===== config.mk =====
export PLATFORM = sky130hd
export DESIGN_NAME = wb_reg_timeout_flat
export DESIGN_NICKNAME = d
export VERILOG_FILES = /design/src/rtl/wb_reg_timeout_if.sv /design/src/rtl/wb_reg_timeout.sv /design/src/flat_wrapper.sv
export SDC_FILE = /design/constraint.sdc
export NUM_CORES = 1
export LEC_CHECK = 0
export ABC_CLOCK_PERIOD_IN_PS = 2950
export CAP_MARGIN = 10
export CORE_ASPECT_RATIO = 0.75
export CORE_MARGIN = 2
export CORE_UTILIZATION = 43
export CTS_CLUSTER_SIZE = 20
export DETAILED_ROUTE_END_ITERATION = 12
export PLACE_DENSITY_LB_ADDON = 0.25
export SLEW_MARGIN = 20
export SYNTH_ARGS = -nofsm -noshare
export SYNTH_HDL_FRONTEND = slang
export SYNTH_SLANG_ARGS = --single-unit

===== constraint.sdc =====
create_clock -name clk -period 2.95 [get_ports clk]
set_input_delay 0.7375 -clock clk [delete_from_list [all_inputs] [get_ports clk]]
set_output_delay 0.7375 -clock clk [all_outputs]
set_load 0.02 [all_outputs]

===== src/rtl/wb_reg_timeout_if.sv =====
// Wishbone classic bus segment: request fields from master, response fields from slave.
// One instance per side of the bridge.
interface wb_reg_timeout_if #(
    parameter int unsigned ADDR_WIDTH = 16,
    parameter int unsigned DATA_WIDTH = 16,
    parameter int unsigned SEL_WIDTH  = DATA_WIDTH / 8
);
    logic                  cyc;
    logic                  stb;
    logic                  we;
    logic [SEL_WIDTH-1:0]  sel;
    logic [ADDR_WIDTH-1:0] addr;
    logic [DATA_WIDTH-1:0] data_write;
    logic                  ack;
    logic                  err;
    logic [DATA_WIDTH-1:0] data_read;

    modport master (
        output cyc, stb, we, sel, addr, data_write,
        input  ack, err, data_read
    );

    modport slave (
        input  cyc, stb, we, sel, addr, data_write,
        output ack, err, data_read
    );
endinterface


===== src/rtl/wb_reg_timeout.sv =====
// Registered Wishbone classic bridge with per-transaction timeout, abort on cycle drop
// and a saturating count of timed-out transactions.
module wb_reg_timeout #(
    parameter int unsigned ADDR_WIDTH = 16,
    parameter int unsigned DATA_WIDTH = 16,
    parameter int unsigned SEL_WIDTH  = DATA_WIDTH / 8,
    parameter int unsigned TIMEOUT    = 255,
    parameter int unsigned CNT_WIDTH  = 8
) (
    input  logic                 clk,
    input  logic                 rst,
    wb_reg_timeout_if.slave      s_bus,
    wb_reg_timeout_if.master     m_bus,
    output logic                 timeout,
    output logic [CNT_WIDTH-1:0] timeout_count
);

    typedef enum logic [1:0] {
        ST_IDLE = 2'd0,
        ST_BUSY = 2'd1,
        ST_RESP = 2'd2
    } state_e;

    state_e                state_q, state_d;
    logic                  m_req_q, m_req_d;
    logic                  m_we_q, m_we_d;
    logic [SEL_WIDTH-1:0]  m_sel_q, m_sel_d;
    logic [ADDR_WIDTH-1:0] m_addr_q, m_addr_d;
    logic [DATA_WIDTH-1:0] m_data_write_q, m_data_write_d;
    logic                  s_ack_q, s_ack_d;
    logic                  s_err_q, s_err_d;
    logic [DATA_WIDTH-1:0] s_data_read_q, s_data_read_d;
    logic                  timeout_q, timeout_d;
    logic [CNT_WIDTH-1:0]  timeout_count_q, timeout_count_d;

    logic load_c;
    logic dec_c;
    logic expired_c;

    // State and output registers
    always_ff @(posedge clk or negedge rst) begin
        if (!rst) begin
            state_q         <= ST_IDLE;
            m_req_q         <= 1'b0;
            m_we_q          <= 1'b0;
            m_sel_q         <= '0;
            m_addr_q        <= '0;
            m_data_write_q  <= '0;
            s_ack_q         <= 1'b0;
            s_err_q         <= 1'b0;
            s_data_read_q   <= '0;
            timeout_q       <= 1'b0;
            timeout_count_q <= '0;
        end else begin
            state_q         <= state_d;
            m_req_q         <= m_req_d;
            m_we_q          <= m_we_d;
            m_sel_q         <= m_sel_d;
            m_addr_q        <= m_addr_d;
            m_data_write_q  <= m_data_write_d;
            s_ack_q         <= s_ack_d;
            s_err_q         <= s_err_d;
            s_data_read_q   <= s_data_read_d;
            timeout_q       <= timeout_d;
            timeout_count_q <= timeout_count_d;
        end
    end

    // Next-state and registered-output logic; BUSY arms are in priority order
    always_comb begin
        state_d         = state_q;
        m_req_d         = m_req_q;
        m_we_d          = m_we_q;
        m_sel_d         = m_sel_q;
        m_addr_d        = m_addr_q;
        m_data_write_d  = m_data_write_q;
        s_ack_d         = 1'b0;
        s_err_d         = 1'b0;
        s_data_read_d   = s_data_read_q;
        timeout_d       = 1'b0;
        timeout_count_d = timeout_count_q;
        load_c          = 1'b0;
        dec_c           = 1'b0;

        unique case (state_q)
            ST_IDLE: begin
                if (s_bus.cyc && s_bus.stb) begin
                    m_we_d         = s_bus.we;
                    m_sel_d        = s_bus.sel;
                    m_addr_d       = s_bus.addr;
                    m_data_write_d = s_bus.data_write;
                    m_req_d        = 1'b1;
                    load_c         = 1'b1;
                    state_d        = ST_BUSY;
                end
            end
            ST_BUSY: begin
                if (!s_bus.cyc) begin
                    m_req_d = 1'b0;
                    state_d = ST_IDLE;
                end else if (m_bus.err) begin
                    s_err_d = 1'b1;
                    m_req_d = 1'b0;
                    state_d = ST_RESP;
                end else if (m_bus.ack) begin
                    s_ack_d       = 1'b1;
                    s_data_read_d = m_bus.data_read;
                    m_req_d       = 1'b0;
                    state_d       = ST_RESP;
                end else if (expired_c) begin
                    s_err_d   = 1'b1;
                    timeout_d = 1'b1;
                    if (timeout_count_q != '1) begin
                        timeout_count_d = timeout_count_q + CNT_WIDTH'(1);
                    end
                    m_req_d = 1'b0;
                    state_d = ST_RESP;
                end else begin
                    dec_c = 1'b1;
                end
            end
            ST_RESP: begin
                state_d = ST_IDLE;
            end
            default: begin
                state_d = ST_IDLE;
                m_req_d = 1'b0;
            end
        endcase
    end

    // Wait-cycle down-counter; reaching zero while still busy means the slave is silent
    if (TIMEOUT != 0) begin : g_timer
        localparam int unsigned TW = $clog2(TIMEOUT + 1);

        logic [TW-1:0] cnt_q, cnt_d;

        always_comb begin
            cnt_d = cnt_q;
            if (load_c) begin
                cnt_d = TW'(TIMEOUT - 1);
            end else if (dec_c && (cnt_q != '0)) begin
                cnt_d = cnt_q - TW'(1);
            end
        end

        always_ff @(posedge clk or negedge rst) begin
            if (!rst) begin
                cnt_q <= '0;
            end else begin
                cnt_q <= cnt_d;
            end
        end

        assign expired_c = (cnt_q == '0);
    end else begin : g_no_timer
        assign expired_c = 1'b0;
    end

    assign m_bus.cyc        = m_req_q;
    assign m_bus.stb        = m_req_q;
    assign m_bus.we         = m_we_q;
    assign m_bus.sel        = m_sel_q;
    assign m_bus.addr       = m_addr_q;
    assign m_bus.data_write = m_data_write_q;

    assign s_bus.ack        = s_ack_q;
    assign s_bus.err        = s_err_q;
    assign s_bus.data_read  = s_data_read_q;

    assign timeout          = timeout_q;
    assign timeout_count    = timeout_count_q;

endmodule


===== src/flat_wrapper.sv =====
// flat-port wrapper written by rule: the top's interface ports become plain ports
module wb_reg_timeout_flat 
#(
    parameter int unsigned ADDR_WIDTH = 16,
    parameter int unsigned DATA_WIDTH = 16,
    parameter int unsigned SEL_WIDTH  = DATA_WIDTH / 8,
    parameter int unsigned TIMEOUT    = 255,
    parameter int unsigned CNT_WIDTH  = 8
)
  (clk, rst, timeout, timeout_count, s_bus_cyc, s_bus_stb, s_bus_we, s_bus_sel, s_bus_addr, s_bus_data_write, s_bus_ack, s_bus_err, s_bus_data_read, m_bus_cyc, m_bus_stb, m_bus_we, m_bus_sel, m_bus_addr, m_bus_data_write, m_bus_ack, m_bus_err, m_bus_data_read);
  wb_reg_timeout_if #(.ADDR_WIDTH(ADDR_WIDTH), .DATA_WIDTH(DATA_WIDTH), .SEL_WIDTH(SEL_WIDTH)) s_bus_i ();
  wb_reg_timeout_if #(.ADDR_WIDTH(ADDR_WIDTH), .DATA_WIDTH(DATA_WIDTH), .SEL_WIDTH(SEL_WIDTH)) m_bus_i ();
  input  logic clk;
  input  logic rst;
  output logic timeout;
  output logic [CNT_WIDTH-1:0] timeout_count;
  input wire logic [$bits(s_bus_i.cyc)-1:0] s_bus_cyc;
  input wire logic [$bits(s_bus_i.stb)-1:0] s_bus_stb;
  input wire logic [$bits(s_bus_i.we)-1:0] s_bus_we;
  input wire logic [$bits(s_bus_i.sel)-1:0] s_bus_sel;
  input wire logic [$bits(s_bus_i.addr)-1:0] s_bus_addr;
  input wire logic [$bits(s_bus_i.data_write)-1:0] s_bus_data_write;
  output wire logic [$bits(s_bus_i.ack)-1:0] s_bus_ack;
  output wire logic [$bits(s_bus_i.err)-1:0] s_bus_err;
  output wire logic [$bits(s_bus_i.data_read)-1:0] s_bus_data_read;
  output wire logic [$bits(m_bus_i.cyc)-1:0] m_bus_cyc;
  output wire logic [$bits(m_bus_i.stb)-1:0] m_bus_stb;
  output wire logic [$bits(m_bus_i.we)-1:0] m_bus_we;
  output wire logic [$bits(m_bus_i.sel)-1:0] m_bus_sel;
  output wire logic [$bits(m_bus_i.addr)-1:0] m_bus_addr;
  output wire logic [$bits(m_bus_i.data_write)-1:0] m_bus_data_write;
  input wire logic [$bits(m_bus_i.ack)-1:0] m_bus_ack;
  input wire logic [$bits(m_bus_i.err)-1:0] m_bus_err;
  input wire logic [$bits(m_bus_i.data_read)-1:0] m_bus_data_read;
  assign s_bus_i.cyc = s_bus_cyc;
  assign s_bus_i.stb = s_bus_stb;
  assign s_bus_i.we = s_bus_we;
  assign s_bus_i.sel = s_bus_sel;
  assign s_bus_i.addr = s_bus_addr;
  assign s_bus_i.data_write = s_bus_data_write;
  assign s_bus_ack = s_bus_i.ack;
  assign s_bus_err = s_bus_i.err;
  assign s_bus_data_read = s_bus_i.data_read;
  assign m_bus_cyc = m_bus_i.cyc;
  assign m_bus_stb = m_bus_i.stb;
  assign m_bus_we = m_bus_i.we;
  assign m_bus_sel = m_bus_i.sel;
  assign m_bus_addr = m_bus_i.addr;
  assign m_bus_data_write = m_bus_i.data_write;
  assign m_bus_i.ack = m_bus_ack;
  assign m_bus_i.err = m_bus_err;
  assign m_bus_i.data_read = m_bus_data_read;
  wb_reg_timeout #(.ADDR_WIDTH(ADDR_WIDTH), .DATA_WIDTH(DATA_WIDTH), .SEL_WIDTH(SEL_WIDTH), .TIMEOUT(TIMEOUT), .CNT_WIDTH(CNT_WIDTH)) u_core (.clk(clk), .rst(rst), .s_bus(s_bus_i), .m_bus(m_bus_i), .timeout(timeout), .timeout_count(timeout_count));
endmodule

## Yosys cells after proc, flatten, opt, wreduce, memory -nomap -nowiden

Index checks and enable logic that the tools add are counted.

| storage, ports and cells | value |
|---|---|
| flip-flop bits (word level) | 73 |
| bits in latches | 0 |
| RAM bits | 0 |
| ROM bits | 0 |
| input bits | 57 |
| memories | 0 |

| cells by class | value |
|---|---|
| $add $sub $neg | 2 |
| multiply operators | 0 |
| divide/modulo/power cells | 0 |
| order comparisons | 0 |
| eq/ne operators | 5 |
| shifts and indexed selects | 0 |
| muxes and demuxes | 33 |
| bitwise operators | 3 |
| reductions and logical operators | 11 |

Operator list:

| kind | count |
|---|---|
| $mux 1 | 24 |
| $mux 8 | 2 |
| $mux 2 | 5 |
| $add 8x1->8 const B | 1 |
| $logic_not 8->1 | 1 |
| $ne 8x8->1 const B | 1 |
| $reduce_bool 8->1 | 1 |
| $sub 8x1->8 const B | 1 |
| $reduce_and 6->1 | 1 |
| $ne 5x4->1 const B | 1 |
| $pmux 2 s2 | 1 |
| $reduce_and 2->1 | 2 |
| $reduce_and 4->1 | 1 |
| $not 1->1 | 3 |
| $pmux 1 s3 | 1 |
| $reduce_and 3->1 | 1 |
| $eq 2x1->1 const B | 1 |
| $eq 2x2->1 const B | 1 |
| $logic_and 1x1->1 | 2 |
| $logic_not 2->1 | 1 |
| $ne 2x1->1 const B | 1 |
| $reduce_bool 2->1 | 1 |

## Logic depth before layout (Yosys ltp)

Gate-level depths: netlist (run 1).

| logic depth | value |
|---|---|
| depth after elaboration | 9 |
| mapped depth | 6 |
| mapped depth without buffers | 6 |

## Worst setup path after synthesis (run 1)

No wires, ideal clock.

| timing path | value |
|---|---|
| path kind | input port to flip-flop |
| start | input port s_bus_cyc |
| end | register u_core.s_data_read_q[0], in the netlist u_core.s_bus.data_read[0] |
| setup time | 0.125 ns |
| arrival | 1.970 ns |
| required time | 2.825 ns |
| slack | 0.856 ns |
| stages on the path | 5 |
| cell sequence | nand3b_1 -> or3_1 -> clkbuf_1 -> clkbuf_1 -> mux2_2 |

| on the way | value |
|---|---|
| longest elaborated chain between the ends | 1 |

Ends and longest elaborated chain:

| element | line | RTL |
|---|---|---|
| start: declaration | flat_wrapper.sv:17 | `input wire logic [$bits(s_bus_i.cyc)-1:0] s_bus_cyc;` |
| $reduce_and 4->1 (no line) | n/a |  |
| end signal: assignment | wb_reg_timeout.sv:63 | `s_data_read_q <= s_data_read_d;` |
| end: declaration | wb_reg_timeout.sv:32 | `logic [DATA_WIDTH-1:0] s_data_read_q, s_data_read_d;` |

No other way between the ends.
A chain may end at the register's enable or synchronous reset.

## Worst setup path after layout (run 1)

| timing path | value |
|---|---|
| start | register u_core.g_timer.cnt_q[2] |
| end | register u_core.m_req_q, in the netlist u_core.m_bus.cyc |

| on the way | value |
|---|---|
| longest elaborated chain between the ends | 3 |

Ends and longest elaborated chain:

| element | line | RTL |
|---|---|---|
| start: declaration | wb_reg_timeout.sv:136 | `logic [TW-1:0] cnt_q, cnt_d;` |
| start signal: assignment | wb_reg_timeout.sv:151 | `cnt_q <= cnt_d;` |
| $logic_not 8->1 | wb_reg_timeout.sv:155 | `assign expired_c = (cnt_q == '0);` |
| $ne 5x4->1 (no line) | n/a |  |
| $reduce_and 3->1 (no line) | n/a |  |
| end signal: assignment | wb_reg_timeout.sv:56 | `m_req_q <= m_req_d;` |
| end: declaration | wb_reg_timeout.sv:25 | `logic m_req_q, m_req_d;` |

No other way between the ends.

==> results.sh, run 1 <==
export IMPL_power_share_combinational=0.275
export IMPL_synth_sequential_area_ratio=0.6056
export IMPL_slew_violations=0
export IMPL_insertedDiodeCount=0
export IMPL_async_flop_share=1.000
export IMPL_maximum_number_of_pins_on_one_net_before_global_route_repair=74
export IMPL_result_of_the_run="finished, final reports clean"
export IMPL_seq_power_share=0.427
export IMPL_final_min_period_over_clock_period=0.7663
export IMPL_internal_power_uw=2075
export IMPL_headroom_to_the_max_slew_limit=0.3950
export IMPL_gr_total_overflow=0
export IMPL_final_fill_count=528
export IMPL_avgViaCountPerCell=4.798
export IMPL_dominantRegCellSynth="sky130_fd_sc_hd__dfrtp_1"
export IMPL_row_count=26
export IMPL_ys_seq_elements=73
export IMPL_place_worst_setup_slack_ns=0.4583
export IMPL_final_area_sq_mm=0.004543
export IMPL_cts_repair_timing_setup_buffer_count=0
export IMPL_crit_arrival_ns=2.52
export IMPL_die_width_microns=100.7
export IMPL_htree_num_levels=3
export IMPL_max_clock_path_buffers=2
export IMPL_end_kind="flip-flop"
export IMPL_post_route_worst_setup_slack_ns=0.6893
export IMPL_use_met3=0.08807
export IMPL_postSynthNetCount=353
export IMPL_start_kind="flip-flop"
export IMPL_die_h_microns=76.54
export IMPL_setup_viol=0
export IMPL_post_route_core_utilization=0.6682
export IMPL_ys_warn_count=0
export IMPL_setup_total_negative_slack_ns=0
export IMPL_via_count=2423
export IMPL_critPathRequiredTime_ns=3.21
export IMPL_power_frac_clock=0.297
export IMPL_top_usage_layer="met2"
export IMPL_ios=121
export IMPL_cts_root_buffer_cell="sky130_fd_sc_hd__clkbuf_8"
export IMPL_net_switching_power_uw=832.3
export IMPL_first_iter_violations=70
export IMPL_synth_xor_area_share=0.01452
export IMPL_synthesis_area_sq_mm=0.003017
export IMPL_avgSynthCellArea_sq_um=10.30
export IMPL_worst_hold_path_type="flip-flop to flip-flop"
export IMPL_synth_area_in_adders=0.01244
export IMPL_first_global_vias=2353
export IMPL_grt_antenna_before_repair=0
export IMPL_clk_skew_ns=0.009997
export IMPL_power_density_mw_per_mm2=639.9
export IMPL_number_of_hold_buffers_added_after_cts=0
export IMPL_totalWireLength_microns=6669
export IMPL_largest_family_of_logic_cells_by_synthesized_area="simple AND/OR/NAND/NOR gates"
export IMPL_layout_drive_gt1_share=0.1069
export IMPL_numPortBuffers=120
export IMPL_place_hpwl_microns=4757
export IMPL_cts_resized=0
export IMPL_worst_skew_pair_late_latency_ns=0.34
export IMPL_post_synth_and_or_nand_nor_area_fraction=0.2302
export IMPL_tritoncts="built"
export IMPL_gp_congestion=0.8311
export IMPL_synth_lib_cells_used_distinct=36
export IMPL_worstSetupPathType="flip-flop to flip-flop"
export IMPL_effective_utilization_at_floorplan=0.4437
export IMPL_areaGrowthSynthToFinish_pct=50.60
export IMPL_cts_reportedPaths_clkPinSlew_ns=0.07
export IMPL_groute_layer_met2_usage=0.2753
export IMPL_cts_buffers_inserted=9
export IMPL_ant_nets=0
export IMPL_placed_cell_area_sq_mm=0.004315
export IMPL_drt_pass1_iter_count=5
export IMPL_die_footprint_sq_mm=0.007708
export IMPL_fmax_mhz=442.3
export IMPL_leakagePower_uw=0.002069
export IMPL_netSwitchingFraction=0.2863
export IMPL_mostFrequentLayoutCells="sky130_fd_sc_hd__clkdlybuf4s50_1, sky130_fd_sc_hd__nand2_1, sky130_fd_sc_hd__dfrtp_1"
export IMPL_track_usage=0.1791
export IMPL_grt_util_met1=0.2298
export IMPL_worstPathMaxFanout=9
export IMPL_grt_first_pass_wirelength_microns=10850
export IMPL_finalWorstPathRequiredPeriod_ns=2.261
export IMPL_synth_compound_area_share=0.03899
export IMPL_cap_violations=0
export IMPL_synth_edff_count=0
export IMPL_report_final_hold_viol_count=0
export IMPL_mostFrequentLayoutCell="sky130_fd_sc_hd__clkdlybuf4s50_1"
export IMPL_share_of_cell_area_taken_by_muxes_after_synthesis=0.07010
export IMPL_core_area_sq_mm=0.006799
export IMPL_tritoncts_num_sinks=73
export IMPL_rsz_0062_raised_after_global_routing="false"
export IMPL_timing_worst_slew_pin_value_ns=0.9074
export IMPL_wl_per_cell_microns=13.21
export IMPL_route_detailed_drc=0
export IMPL_postSynthCellCount=293
export IMPL_nNetsFinal=476
export IMPL_peakVddDrop_mv=0.4291
power by group through the flow:
stage | registers, uW | clock network (uW) | logic (uW)
3_5_place_dp | 1260 | 0 | 810
3_3_place_gp | 1250 | 0 | 798
6_report | 1240 | 864 | 801
5_1_grt | 1260 | 945 | 858
4_1_cts | 1240 | 896 | 813
2_1_floorplan | 1450 | 0 | 167
area by class of cell:
type,count,area [sq um],area share
clock buffer,10,137.6,0.03029
clock inverter,6,90.09,0.01983
inverter,6,22.52,0.004957
multi-input combinational,199,1110,0.2443
sequential,73,1827,0.4021
tap,84,105.1,0.02313
timing repair buffer,127,1251,0.2754
worst max-delay path: stages (launching register included):
cell,delay [ns]
sky130_fd_sc_hd__dfrtp_1,0.44
sky130_fd_sc_hd__or4_4,0.56
sky130_fd_sc_hd__or4b_1,0.68
sky130_fd_sc_hd__a211oi_1,0.33
sky130_fd_sc_hd__a2bb2oi_1,0.18
Yosys cell counts, types with 2 or more instances:
cell type,instances,area [sq um]
sky130_fd_sc_hd__nor3_1,2,10.01
sky130_fd_sc_hd__nand3_1,8,40.04
sky130_fd_sc_hd__o31ai_1,3,22.52
sky130_fd_sc_hd__or3_1,3,18.77
sky130_fd_sc_hd__nand4_1,5,31.28
sky130_fd_sc_hd__inv_1,6,22.52
sky130_fd_sc_hd__o21ai_0,3,15.01
sky130_fd_sc_hd__nor2_1,9,33.78
sky130_fd_sc_hd__mux2_2,17,191.4
sky130_fd_sc_hd__dfrtp_1,73,1827
sky130_fd_sc_hd__or4_1,3,22.52
sky130_fd_sc_hd__and4_1,2,17.52
sky130_fd_sc_hd__xnor2_1,4,35.03
sky130_fd_sc_hd__a31oi_1,5,31.28
sky130_fd_sc_hd__ha_1,3,37.54
sky130_fd_sc_hd__a21oi_1,5,25.02
sky130_fd_sc_hd__nand2_1,110,412.9
sky130_fd_sc_hd__clkbuf_1,12,45.04
sky130_fd_sc_hd__buf_2,2,10.01
sky130_fd_sc_hd__mux2i_1,2,20.02
cell families (layout without fill, tap and decap cells):
logic type,after synthesis,count (layout)
buffers and inverters,21,149
multiplexers,19,19
AO/OA/AOI/OAI,19,19
AND/OR/NAND/NOR,153,153
flip-flops,73,73
XOR/XNOR,5,5
adder cells (fa/ha/maj),3,3
state kept, by name, indices dropped and copies added (netlist names):
name,count
u_core.m_bus.sel,2
u_core.m_bus.cyc,1
u_core.s_bus.data_read,16
u_core.m_bus.addr,16
u_core.g_timer.cnt_q,8
u_core.timeout_count,8
u_core.s_bus.ack,1
u_core.state_q,2
u_core.s_bus.err,1
u_core.timeout,1
u_core.m_bus.data_write,16
u_core.m_bus.we,1
routing by layer:
metal	part of all wire	vias up
met5	0	-
met4	0.0069	0
met3	0.087	7
met2	0.46	74
met1	0.45	1130
li1	-	1212
final timing paths:
path,cells after the start,to,startpoint,slack [ns]
min in group asynchronous,1,u_core.timeout_count[6],rst,0.52
max in group asynchronous,1,u_core.g_timer.cnt_q[4],rst,1.83
hold reg to reg,2,u_core.m_bus.addr[5],u_core.m_bus.addr[5],0.48
setup / recovery,4,u_core.m_bus.cyc,u_core.g_timer.cnt_q[2],0.69
setup reg to reg,4,u_core.m_bus.cyc,u_core.g_timer.cnt_q[2],0.69
hold / removal,2,u_core.m_bus.addr[5],u_core.m_bus.addr[5],0.48
metrics by stage:
| step | instances | hold WS [ns] | power (uW) |
|---|---|---|---|
| 4_1_cts | 505 | 0.4807 | 2953 |
| 5_1_grt | 505 | 0.4990 | 3067 |
| 6_report | 505 | 0.4762 | 2907 |
| 3_5_place_dp | 489 | 0.4619 | 2069 |
| 3_3_place_gp | 489 | 0.4562 | 2053 |
| 2_1_floorplan | 293 | 0.4419 | 1612 |
Note: power is estimated with default switching activity, not from simulation.
==> run 2: changes to the inputs <==
--- a/config.mk
+++ b/config.mk
@@ -5,7 +5,7 @@
 export SDC_FILE = /design/constraint.sdc
 export NUM_CORES = 1
 export LEC_CHECK = 0
-export ABC_CLOCK_PERIOD_IN_PS = 2950
+export ABC_CLOCK_PERIOD_IN_PS = 2140
 export CAP_MARGIN = 10
 export CORE_ASPECT_RATIO = 0.75
 export CORE_MARGIN = 2
==> constraint.sdc (replaced) <==
create_clock -name clk -period 2.14 [get_ports clk]
set_input_delay 0.535 -clock clk [delete_from_list [all_inputs] [get_ports clk]]
set_output_delay 0.535 -clock clk [all_outputs]
set_load 0.02 [all_outputs]
==> run 2 against run 1 <==
Against the previous run: design area is 2.2% higher; global-route usage is 2.4 points higher; non-clock buffer count is 9 higher; clock-buffer cell count stayed put; worst hold slack worse by 0.36 ns; die area stayed put; first-iteration DRC count is 26% lower; clock power is 49% higher; critical path depth stayed put; largest cell class unchanged; largest power group unchanged.
==> results.sh, run 2 (synthesized netlist as in run 1, its figures left out) <==
export IMPL_result_of_the_run="finished, final reports clean"
export IMPL_crit_chain="or4_4 -> or4b_4 -> a211oi_1 -> a2bb2oi_1"
export IMPL_report_final_hold_viol_count=0
export IMPL_setup_viol=0
export IMPL_use_met3=0.09908
export IMPL_totalWireLength_microns=7163
export IMPL_groute_layer_met2_usage=0.3200
export IMPL_startpoint_of_the_worst_slack_reg_to_reg_timing_path="u_core.g_timer.cnt_q[3]"
export IMPL_via_count=2563
export IMPL_timing_critical_path_buf_inv=0
export IMPL_peakVddDrop_mv=0.5446
export IMPL_cts_reportedPaths_clkPinSlew_ns=0.07
export IMPL_crit_path_max_incr_delay_ns=0.57
export IMPL_crit_arrival_ns=2.29
export IMPL_effective_utilization_at_floorplan=0.4437
export IMPL_max_clock_path_buffers=2
export IMPL_tritoncts="built"
export IMPL_number_of_hold_buffers_added_after_cts=0
export IMPL_nNetsFinal=485
export IMPL_critical_path_top_delay_family="simple AND/OR/NAND/NOR gates"
export IMPL_worst_hold_path_type="input pin to asynchronous set/reset pin"
export IMPL_r2r_end="u_core.m_bus.cyc"
export IMPL_mostFrequentLayoutCells="sky130_fd_sc_hd__clkdlybuf4s50_1, sky130_fd_sc_hd__nand2_1, sky130_fd_sc_hd__dfrtp_1"
export IMPL_die_footprint_sq_mm=0.007708
export IMPL_die_width_microns=100.7
export IMPL_finalWorstPathRequiredPeriod_ns=2.016
export IMPL_ios=121
export IMPL_grt_antenna_before_repair=0
export IMPL_sequential_cell_area_sq_mm=0.001827
export IMPL_cts_buffers_inserted=9
export IMPL_grt_util_met1=0.2472
export IMPL_first_global_vias=2637
export IMPL_start_kind="flip-flop"
export IMPL_clk_skew_ns=0.006905
export IMPL_insertedDiodeCount=0
export IMPL_top_usage_layer="met2"
export IMPL_wl_per_cell_microns=13.94
export IMPL_maximum_number_of_pins_on_one_net_before_global_route_repair=44
export IMPL_die_h_microns=76.54
export IMPL_grt_first_pass_wirelength_microns=12190
export IMPL_place_hpwl_microns=5202
export IMPL_crit_path_slowest_cell="sky130_fd_sc_hd__or4b_4"
export IMPL_row_count=26
export IMPL_htree_num_levels=3
export IMPL_cts_root_buffer_cell="sky130_fd_sc_hd__clkbuf_8"
export IMPL_ant_nets=0
export IMPL_headroom_to_the_max_slew_limit=0.7228
export IMPL_mostFrequentLayoutCell="sky130_fd_sc_hd__clkdlybuf4s50_1"
export IMPL_worstPathMaxFanout=9
export IMPL_drt_pass1_iter_count=4
export IMPL_r2r_cells=4
export IMPL_cap_violations=0
export IMPL_areaGrowthSynthToFinish_pct=53.92
export IMPL_track_usage=0.2033
export IMPL_tritoncts_num_sinks=73
export IMPL_layout_drive_gt1_share=0.1256
export IMPL_leakagePower_uw=0.002122
export IMPL_gp_congestion=0.8107
export IMPL_setup_total_negative_slack_ns=0
export IMPL_core_area_sq_mm=0.006799
export IMPL_multi_input_area_sq_mm=0.001114
export IMPL_route_detailed_drc=0
export IMPL_timing_reg2reg_setup_slack_ns=0.12
export IMPL_final_min_period_over_clock_period=0.9422
export IMPL_worstSetupPathType="flip-flop to flip-flop"
export IMPL_worst_skew_pair_late_latency_ns=0.35
export IMPL_numPortBuffers=120
export IMPL_fmax_mhz=496.0
export IMPL_gr_total_overflow=0
export IMPL_first_iter_violations=52
export IMPL_critPathRequiredTime_ns=2.41
export IMPL_timing_worst_slew_pin_value_ns=0.4158
export IMPL_avgViaCountPerCell=4.986
export IMPL_power_density_mw_per_mm2=888.5
export IMPL_rsz_0062_raised_after_global_routing="false"
export IMPL_final_fill_count=525
export IMPL_end_kind="flip-flop"
export IMPL_slew_violations=0
export IMPL_finalHoldWorstSlack_ns=0.1189
-- run 2: how the worst max path moves through the flow --
stage / from / to / slack, ns / depth (start not counted)
2_1_floorplan: u_core.g_timer.cnt_q[2] / u_core.timeout_count[7] / 0.09 / 5
4_1_cts: u_core.g_timer.cnt_q[3] / u_core.m_bus.cyc / 0.005 / 4
5_1_grt: u_core.g_timer.cnt_q[3] / u_core.m_bus.cyc / 0.05 / 4
6_report: u_core.g_timer.cnt_q[3] / u_core.m_bus.cyc / 0.12 / 4
3_5_place_dp: s_bus_cyc / u_core.s_bus.data_read[14] / -0.03 / 5
3_3_place_gp: s_bus_cyc / u_core.s_bus.data_read[15] / 0.002 / 5
-- run 2: repair_timing --
| action | 4_1_cts | 5_1_grt |
|---|---|---|
| resized for setup | 0 | 1 |
| hold endpoints to repair | 0 | 0 |
| buffers inserted | 0 | 0 |
| endpoints found under the setup margin | 0 | 6 |
-- run 2: per-stage QoR --
| stage | worst slack [ns] | std cells | utilization | area [sq um] | power [uW] |
|---|---|---|---|---|---|
| after floorplan | 0.09127 | 293 | - | 3017 | 2222 |
| after global placement | 0.001942 | 498 | 0.6465 | 4395 | 2839 |
| after detailed placement | -0.02559 | 498 | 0.6465 | 4395 | 2868 |
| after CTS | 0.005230 | 514 | 0.6824 | 4639 | 4184 |
| after global routing | 0.04728 | 514 | 0.6829 | 4643 | 4367 |
| final | 0.1238 | 514 | 0.6829 | 4643 | 4126 |
-- run 2: power by group --
part | total, uW | internal [uW] | switching (uW)
logic | 1120 | 580 | 541
registers | 1710 | 1590 | 118
clock network | 1290 | 780 | 512
-- run 2: worst register-to-register path, delay by kind of cell, from the launching register on --
kind	cells	cell delay [ns]
AOI/OAI and AO/OA	2	0.45
DFF	1	0.39
and+or+nand+nor	2	1.10
-- run 2: layout make-up --
class,instances,share of cell area
timing repair buffer,136,0.2867
tap,84,0.02264
multi-input combinational,199,0.2398
inverter,6,0.004850
clock inverter,6,0.02506
sequential,73,0.3934
clock buffer,10,0.02749
-- run 2: per-layer routing --
layer,part of all wire,wire (microns)
met1,0.42,3011
met2,0.47,3352
met3,0.10,719
met4,0.011,79
met5,0,0
==> run 3: changes to the inputs <==
--- a/config.mk
+++ b/config.mk
@@ -5,11 +5,11 @@
 export SDC_FILE = /design/constraint.sdc
 export NUM_CORES = 1
 export LEC_CHECK = 0
-export ABC_CLOCK_PERIOD_IN_PS = 2140
+export ABC_CLOCK_PERIOD_IN_PS = 1800
 export CAP_MARGIN = 10
 export CORE_ASPECT_RATIO = 0.75
 export CORE_MARGIN = 2
-export CORE_UTILIZATION = 43
+export CORE_UTILIZATION = 39
 export CTS_CLUSTER_SIZE = 20
 export DETAILED_ROUTE_END_ITERATION = 12
 export PLACE_DENSITY_LB_ADDON = 0.25
==> constraint.sdc (replaced) <==
create_clock -name clk -period 1.8 [get_ports clk]
set_input_delay 0.45 -clock clk [delete_from_list [all_inputs] [get_ports clk]]
set_output_delay 0.45 -clock clk [all_outputs]
set_load 0.02 [all_outputs]
==> run 3 against run 2 <==
Against the previous run: the flow now finishes with violations (negative hold slack, negative setup slack); clock skew up 0.0029 ns; critical path depth unchanged; power up 22%; design area up 5.8%; critical path type unchanged; highest routed layer unchanged.
==> results.sh, run 3 (synthesized netlist as in run 1, its figures left out) <==
export IMPL_avgViaCountPerCell=4.784
export IMPL_setup_viol=21
export IMPL_violations="negative hold slack, negative setup slack"
export IMPL_gp_congestion=0.8042
export IMPL_mostFrequentLayoutCells="sky130_fd_sc_hd__nand2_1, sky130_fd_sc_hd__dfrtp_1, sky130_fd_sc_hd__clkdlybuf4s50_1"
export IMPL_first_iter_violations=108
export IMPL_layout_drive_gt1_share=0.1701
export IMPL_effective_utilization_at_floorplan=0.4059
export IMPL_peakVddDrop_mv=0.5869
export IMPL_sequential_cell_area_sq_mm=0.001827
export IMPL_maximum_number_of_pins_on_one_net_before_global_route_repair=50
export IMPL_max_clock_path_buffers=2
export IMPL_grt_util_met1=0.2330
export IMPL_end_kind="flip-flop"
export IMPL_multi_input_area_sq_mm=0.001164
export IMPL_via_count=2593
export IMPL_worst_hold_path_type="input pin to asynchronous set/reset pin"
export IMPL_tritoncts="built"
export IMPL_wl_per_cell_microns=14.30
export IMPL_final_fill_count=613
export IMPL_drt_pass1_iter_count=5
export IMPL_slew_violations=0
export IMPL_final_min_period_over_clock_period=1.112
export IMPL_post_route_worst_setup_slack_ns=-0.2017
export IMPL_track_usage=0.1872
export IMPL_worst_skew_pair_late_latency_ns=0.34
export IMPL_cts_root_buffer_cell="sky130_fd_sc_hd__clkbuf_8"
export IMPL_grt_antenna_before_repair=0
export IMPL_worstPathMaxFanout=8
export IMPL_start_kind="flip-flop"
export IMPL_critPathRequiredTime_ns=2.01
export IMPL_mostFrequentLayoutCell="sky130_fd_sc_hd__nand2_1"
export IMPL_die_h_microns=80.17
export IMPL_report_final_hold_viol_count=1
export IMPL_grt_first_pass_wirelength_microns=12320
export IMPL_rsz_0062_raised_after_global_routing="true"
export IMPL_headroom_to_the_max_slew_limit=0.7767
export IMPL_first_global_vias=2541
export IMPL_setup_total_negative_slack_ns=-2.613
export IMPL_row_count=27
export IMPL_die_width_microns=105.6
export IMPL_clk_skew_ns=0.009817
export IMPL_power_density_mw_per_mm2=1027
export IMPL_timing_worst_slew_pin_value_ns=0.3349
export IMPL_crit_arrival_ns=2.21
export IMPL_insertedDiodeCount=0
export IMPL_top_usage_layer="met2"
export IMPL_cts_reportedPaths_clkPinSlew_ns=0.08
export IMPL_fmax_mhz=499.6
export IMPL_htree_num_levels=3
export IMPL_result_of_the_run="finished with violations"
export IMPL_number_of_hold_buffers_added_after_cts=0
export IMPL_leakagePower_uw=0.002725
export IMPL_groute_layer_met2_usage=0.2877
export IMPL_cap_violations=0
export IMPL_finalWorstPathRequiredPeriod_ns=2.002
export IMPL_place_hpwl_microns=5333
export IMPL_route_detailed_drc=0
export IMPL_post_route_core_utilization=0.6611
export IMPL_numPortBuffers=120
export IMPL_ant_nets=0
export IMPL_use_met3=0.09416
export IMPL_tritoncts_num_sinks=73
export IMPL_core_area_sq_mm=0.007432
export IMPL_cts_buffers_inserted=9
export IMPL_totalWireLength_microns=7748
export IMPL_ios=121
export IMPL_worstSetupPathType="flip-flop to flip-flop"
export IMPL_finalHoldWorstSlack_ns=-0.002654
export IMPL_die_footprint_sq_mm=0.008462
export IMPL_nNetsFinal=496
export IMPL_gr_total_overflow=0
export IMPL_areaGrowthSynthToFinish_pct=62.88
## run 3: cell types whose count changed in the layout (fill, tap and decap cells not counted), sizes merged
cell | before | now
dlygate4sd2 | 0 | 15
bufinv | 3 | 4
dlymetal6s2s | 0 | 37
buf | 17 | 28
inv | 6 | 7
clkdlybuf4s50 | 119 | 67
clkinv | 3 | 1
## run 3: path summary, 6_finish.rpt
| kind | depth (start not counted) | slack (ns) | to | from |
|---|---|---|---|---|
| setup / recovery | 4 | -0.20 | u_core.timeout_count[6] | u_core.g_timer.cnt_q[3] |
| hold / removal | 1 | -0.003 | u_core.timeout | rst |
| setup reg to reg | 4 | -0.20 | u_core.timeout_count[6] | u_core.g_timer.cnt_q[3] |
| hold reg to reg | 2 | 0.47 | u_core.m_bus.addr[14] | u_core.m_bus.addr[14] |
| max in group asynchronous | 2 | 1.23 | u_core.m_bus.data_write[15] | rst |
| min in group clk | 2 | 0.47 | u_core.m_bus.addr[14] | u_core.m_bus.addr[14] |
## run 3: where the power goes
part	internal, uW	total, uW	leakage, uW	switching [uW]
Sequential	1900	2030	0.000901	130
Combinational	641	1290	0.00169	651
Clock	1110	1730	0.000137	621
Total	3640	5050	0.00272	1400
## run 3: metal layers
metal / vias up / share of wire
met1: 1219 / 0.44
met4: 0 / 0.011
met3: 9 / 0.11
li1: 1259 / -
met5: - / 0
met2: 106 / 0.45
## run 3: worst max-delay path, stage by stage, from the launching register on
cell and delay (ns):
sky130_fd_sc_hd__dfrtp_1 0.38, sky130_fd_sc_hd__or4_4 0.53, sky130_fd_sc_hd__or4b_4 0.58, sky130_fd_sc_hd__nor2_1 0.25, sky130_fd_sc_hd__a31oi_1 0.13
## run 3: layout make-up
| type | instances | share of cell area |
|---|---|---|
| Inverter | 6 | 0.004584 |
| Tap cell | 101 | 0.02572 |
| Multi-Input combinational cell | 199 | 0.2368 |
| Timing Repair Buffer | 147 | 0.3051 |
| Clock buffer | 10 | 0.02801 |
| Clock inverter | 6 | 0.02801 |
| Sequential cell | 73 | 0.3718 |
## run 3: repair_timing
item,CTS,global route
endpoints found under the setup margin,36,62
gates cloned,1,0
pin swaps,6,7
buffers inserted,2,0
resized for setup,25,45
## run 3: through the flow
| stage | worst slack (ns) | std cells | total power [uW] | instance area, sq um |
|---|---|---|---|---|
| 3_5_place_dp | -0.3052 | 524 | 3422 | 4489 |
| 3_3_place_gp | -0.2792 | 524 | 3395 | 4489 |
| 4_1_cts | -0.2424 | 543 | 5155 | 4803 |
| 6_report | -0.2017 | 542 | 5045 | 4913 |
| 2_1_floorplan | -0.2442 | 293 | 2643 | 3029 |
| 5_1_grt | -0.2595 | 542 | 5305 | 4913 |
